===== src/rtl/axis_slave_byte_fifo.sv =====
// AXI-Stream slave word FIFO with an LSB-first byte serialiser for the 9x8 processor read port.
// Optional per-byte tkeep support is enabled by defining AXIS_SLAVE_BYTE_FIFO_TKEEP_EN.
module axis_slave_byte_fifo #(
  parameter  int DATA_WIDTH = 16,
  parameter  int DEPTH      = 16,
  localparam int CW         = $clog2(DEPTH) + 1
) (
  input  logic                    i_clk,
  input  logic                    i_rst_n,
  input  logic                    s_axis_tvalid,
  output logic                    s_axis_tready,
  input  logic                    s_axis_tlast,
  input  logic [DATA_WIDTH-1:0]   s_axis_tdata,
`ifdef AXIS_SLAVE_BYTE_FIFO_TKEEP_EN
  input  logic [DATA_WIDTH/8-1:0] s_axis_tkeep,
`endif
  output logic [7:0]              o_byte,
  output logic                    o_byte_valid,
  input  logic                    i_byte_rd,
  output logic                    o_byte_last,
  output logic [CW-1:0]           o_words,
  input  logic                    i_flush
);

  localparam int NB = DATA_WIDTH / 8;
  localparam int AW = $clog2(DEPTH);
  localparam int IW = (NB > 1) ? $clog2(NB) : 1;

  typedef struct packed {
    logic [NB-1:0]         keep;
    logic                  last;
    logic [DATA_WIDTH-1:0] data;
  } entry_t;

  entry_t        r_mem [DEPTH];
  logic [AW:0]   r_wr_ptr;
  logic [AW:0]   r_rd_ptr;
  entry_t        r_head;
  logic          r_head_valid;
  logic [IW-1:0] r_idx;

  logic          w_empty;
  logic          w_full;
  logic [NB-1:0] w_in_keep;
  entry_t        w_in_entry;
  entry_t        w_rd_entry;
  logic          w_store;
  logic [IW-1:0] w_first_idx;
  logic [IW-1:0] w_next_idx;
  logic          w_has_next;
  logic          w_pop_byte;
  logic          w_consume;
  logic          w_load;

`ifdef AXIS_SLAVE_BYTE_FIFO_TKEEP_EN
  assign w_in_keep = s_axis_tkeep;
`else
  assign w_in_keep = '1;
`endif

  assign w_empty       = (r_wr_ptr == r_rd_ptr);
  assign w_full        = (r_wr_ptr[AW] != r_rd_ptr[AW]) &&
                         (r_wr_ptr[AW-1:0] == r_rd_ptr[AW-1:0]);
  assign s_axis_tready = ~w_full & ~i_flush & i_rst_n;

  // An all-zero keep without tlast carries nothing; it is handshaken and dropped.
  assign w_store    = s_axis_tvalid & s_axis_tready & ((|w_in_keep) | s_axis_tlast);
  assign w_rd_entry = r_mem[r_rd_ptr[AW-1:0]];

  // NOTE: every always_comb output gets a default first so no latch is inferred.
  always_comb begin
    w_in_entry.keep = w_in_keep;
    w_in_entry.last = s_axis_tlast;
    w_in_entry.data = '0;
    for (int i = 0; i < NB; i++) begin
      if (w_in_keep[i]) w_in_entry.data[8*i +: 8] = s_axis_tdata[8*i +: 8];
    end
  end

  // Priority encoders: lowest kept byte of the word being loaded, next kept byte above r_idx.
  always_comb begin
    w_first_idx = '0;
    for (int i = NB - 1; i >= 0; i--) begin
      if (w_rd_entry.keep[i]) w_first_idx = IW'(i);
    end
  end

  always_comb begin
    w_next_idx = r_idx;
    w_has_next = 1'b0;
    for (int i = NB - 1; i >= 0; i--) begin
      if (r_head.keep[i] && (i > int'(r_idx))) begin
        w_next_idx = IW'(i);
        w_has_next = 1'b1;
      end
    end
  end

  assign w_pop_byte = r_head_valid & i_byte_rd;
  assign w_consume  = w_pop_byte & ~w_has_next;
  assign w_load     = (~r_head_valid | w_consume) & ~w_empty;

  // NOTE: storage array has no reset; validity is tracked by the pointers alone.
  always_ff @(posedge i_clk) begin
    if (w_store) r_mem[r_wr_ptr[AW-1:0]] <= w_in_entry;
  end

  // NOTE: sequential state uses non-blocking assignments so all registers update together.
  always_ff @(posedge i_clk or negedge i_rst_n) begin
    if (!i_rst_n) begin
      r_wr_ptr     <= '0;
      r_rd_ptr     <= '0;
      r_head       <= '0;
      r_head_valid <= 1'b0;
      r_idx        <= '0;
    end else if (i_flush) begin
      r_wr_ptr     <= '0;
      r_rd_ptr     <= '0;
      r_head_valid <= 1'b0;
      r_idx        <= '0;
    end else begin
      if (w_store) r_wr_ptr <= r_wr_ptr + 1'b1;
      if (w_load) begin
        r_rd_ptr     <= r_rd_ptr + 1'b1;
        r_head       <= w_rd_entry;
        r_head_valid <= 1'b1;
        r_idx        <= w_first_idx;
      end else if (w_consume) begin
        r_head_valid <= 1'b0;
        r_idx        <= '0;
      end else if (w_pop_byte) begin
        r_idx <= w_next_idx;
      end
    end
  end

  assign o_byte_valid = r_head_valid;
  assign o_byte       = r_head_valid ? r_head.data[8*r_idx +: 8] : 8'h00;
  assign o_byte_last  = r_head_valid & r_head.last & ~w_has_next;
  assign o_words      = r_wr_ptr - r_rd_ptr;

endmodule


===== config.mk =====
export PLATFORM = sky130hd
export DESIGN_NAME = axis_slave_byte_fifo
export DESIGN_NICKNAME = d
export VERILOG_FILES = /design/src/rtl/axis_slave_byte_fifo.sv
export SDC_FILE = /design/constraint.sdc
export NUM_CORES = 1
export LEC_CHECK = 0
export CORE_UTILIZATION = 50
export DETAILED_ROUTE_END_ITERATION = 6
export PLACE_DENSITY = 0.67
export REMOVE_ABC_BUFFERS = 1
export SETUP_SLACK_MARGIN = 0.2
export SLEW_MARGIN = 20
export SYNTH_ARGS = -nofsm -noshare
export SYNTH_HDL_FRONTEND = slang
export SYNTH_SLANG_ARGS = --single-unit
export TNS_END_PERCENT = 30

===== constraint.sdc =====
create_clock -name i_clk -period 8.9 [get_ports i_clk]
set_input_delay 2.67 -clock i_clk [delete_from_list [all_inputs] [get_ports i_clk]]
set_output_delay 2.67 -clock i_clk [all_outputs]
set_load 0.005 [all_outputs]

==> impl_metrics.toml <==
[sta]
grt_setup_unrepaired = "false"
hold_violations = 0
fin_setup_tns_ns = 0
setup_viol = 0
worst_slew_pin_slew_ns = 1.07
skew_ns = 0.0102
maxSlewViolCount = 0
finalCritPeriodShare_pct = 83.8
fin_crit_ns = 7.45
timing.hold.ws_ns = 0.524
slew-limit-headroom_pct = 28.7
max_freq_mhz = 134

[power]
seqPwrFrac_pct = 47.5
totalPowerFinal_mw = 3.49
p_leak_nw = 4.32
p_sw_share_pct = 25.2
pwr-share-clk_pct = 34.5
comb_power_share_pct = 18.0
pwr_density_cell_mw_per_mm2 = 253
p_sw_uw = 880
vdd_ir_drop_max_v = 0.000153
p_int_mw = 2.61

[final_layout]
multi_input_area_mm2 = 0.00301
seqCellArea_mm2 = 0.00892
final_common_cell = "edfxtp_1"
fillCellCount = 1749
drive_above_1_share_pct = 11.9
synthToLayoutAreaGrowth_pct = 13.7
final_cell_mix = "272 x edfxtp_1, 111 x mux2i_1, 37 x clkdlybuf4s50_1, 35 x a31oi_1, 34 x o22ai_1"
nets = 776
final_util_pct = 58.4

[global_route]
grt_pass1_vias = 6570
grt_pass1_wl_um = 39600
grt_overflow = 0
grt_max_degree = 58
track_usage_pct = 21.9
grt_antenna_before_repair = 1

[cts]
cts_root_buf = "clkbuf_16"
cts_num_sinks = 302
cts_buffers = 29
cts_tree = "built"
clkTransAtPathRegs_ns = 0.06
cts_resized = 0
postCtsSetupBuffers = 0
clock_latency_ns = 0.54
cts_max_path_buffers = 3
h-tree-depth = 1
ctsHoldBuffers = 0

[place]
hpwl_um = 16200
place_congestion = 0.807
io_buffer_count = 37

[floorplan]
die_h_um = 158
core_mm2 = 0.0236
rows = 56
start_util_pct = 51.4
io_pins = 38
dieArea_mm2 = 0.0249
die_x_um = 158

[logic_synthesis]
synth_top_area_share_pct = 67.3
async_flop_share_pct = 9.93
synth_area_leader_cell = "edfxtp_1"
synthTopCellsByArea = "edfxtp_1 67%, mux2i_1 9.2%, dfrtp_1 6.2%, mux4_2 3.2%, a31oi_1 1.8%"
synth_warnings = 0
synth_edf_count = 272
ys_seq_area_share_pct = 73.5
synth_ff_type = "edfxtp_1"
postSynthCellCount = 705
ys_types = 48
yosys_register_bits = 302
syn_avg_cell_area_um2 = 17.2
synthesis.area_mm2 = 0.0121

[route]
first_pass_iters = 5
drt-wirelength-per-cell_um = 24.1
wirelength_um = 26100
drc = 0
drt_iter0_drc = 610
num_vias = 6513
antenna_left = 0
via_per_inst = 6.01

[critical_path]
rrSetupSlack_ns = 5.45
worstPathMaxFanout = 22
setup.worst_path.end_class = "primary output"
worstPathArrival_ns = 4.78
worst_ep_required_time_ns = 6.23
ff2ff_path_depth = 7
start_kind = "input pin"
worstSetupPathType = "in2out"
cp-startpoint = "i_flush"
crit_path_end = "s_axis_tready"
worstReg2RegStart = "r_rd_ptr[3]"
rr_endpoint = "r_mem[10][7]"

[job]
max_cap_violations = 0

[worst_hold_path]
hp-class = "reg2reg"

[run_status]
status = "complete, no violations"
==> logic make-up (layout without fill, tap and decap cells) <==
logic type      Yosys count  after routing  synth area share [%]
other cells               0              1                     0
compound gates          128            128                  6.79
fa+ha+maj                10             10                  1.09
buf+inv                  55            113                  2.11
mux                     129            129                  12.4
simple gates             76             76                  3.64
xor+xnor                  5              5                 0.423
flops                   302            302                  73.5
==> critical path, cell delays in order <==
cell and delay [ns]:
clkdlybuf4s50_1 0.69, inv_1 0.66, o211a_1 0.26, clkdlybuf4s50_1 0.50
==> layer usage <==
layer	GRT usage (%)	up-vias	part of all wire (%)
met4	7.72	0	3.0
met5	0	-	0
met3	4.24	50	7.7
met2	34.7	275	47
li1	-	2911	-
met1	30.4	3277	42
==> power by group through the flow <==
| stage | combinational, mW | clock (mW) | sequential [mW] |
|---|---|---|---|
| after floorplan | 0.441 | 0 | 1.73 |
| after global routing | 0.679 | 1.27 | 1.66 |
| after global placement | 0.615 | 0 | 1.68 |
| final | 0.628 | 1.20 | 1.66 |
| after CTS | 0.630 | 1.22 | 1.66 |
| after detailed placement | 0.629 | 0 | 1.68 |
==> per-stage QoR <==
step | instances | instance area, um2 | worst slack, ns
2_1_floorplan | 661 | 11900 | 0.865
3_5_place_dp | 1032 | 12800 | 1.50
3_3_place_gp | 1032 | 12800 | 1.53
4_1_cts | 1082 | 13800 | 1.49
6_report | 1083 | 13800 | 1.45
5_1_grt | 1082 | 13800 | 1.31
==> how the worst min path moves through the flow <==
stage | startpoint | end | cells past startpoint
after floorplan | r_head[17] | r_head[17] | 1
after global placement | r_head[17] | r_head[17] | 1
after detailed placement | r_head[17] | r_head[17] | 1
after CTS | r_head[17] | r_head[17] | 1
after global routing | r_head[17] | r_head[17] | 1
final | r_head[17] | r_head[17] | 1
==> cell type report <==
| class | count | area share, % |
|---|---|---|
| Clock buffer | 34 | 5.40 |
| Multi-Input combinational cell | 348 | 21.8 |
| Tap cell | 319 | 2.89 |
| Sequential cell | 302 | 64.7 |
| Antenna cell | 1 | 0.0182 |
| Inverter | 11 | 0.299 |
| Timing Repair Buffer | 52 | 3.50 |
| Clock inverter | 16 | 1.35 |
==> sequential cells by signal (all words and copies together), names as in the netlist <==
name          cells
r_mem           272
o_byte_valid      1
r_head           18
r_idx             1
r_rd_ptr          5
r_wr_ptr          5
==> synthesized netlist by cell type (2+ instances only) <==
| cell | n |
|---|---|
| o31ai_1 | 2 |
| edfxtp_1 | 272 |
| nor4_1 | 3 |
| nand2b_1 | 2 |
| nand3b_1 | 3 |
| ha_1 | 9 |
| xnor2_1 | 3 |
| a21oi_1 | 10 |
| inv_1 | 11 |
| dfrtp_1 | 30 |
| buf_6 | 2 |
| nand2_1 | 5 |
| nor2b_1 | 11 |
| mux4_2 | 17 |
| nor4b_1 | 3 |
| and4_1 | 4 |
| mux2i_1 | 111 |
| nand3_1 | 5 |
| buf_2 | 16 |
| buf_4 | 4 |
| o22ai_1 | 34 |
| a221oi_1 | 17 |
| nor3b_1 | 3 |
| clkbuf_1 | 20 |
| o21ai_0 | 22 |
| buf_1 | 2 |
| or3_1 | 3 |
| nor2_1 | 22 |
| a31oi_1 | 35 |
| a21o_1 | 2 |
| and3_1 | 5 |
(Power assumes the default switching activity.)
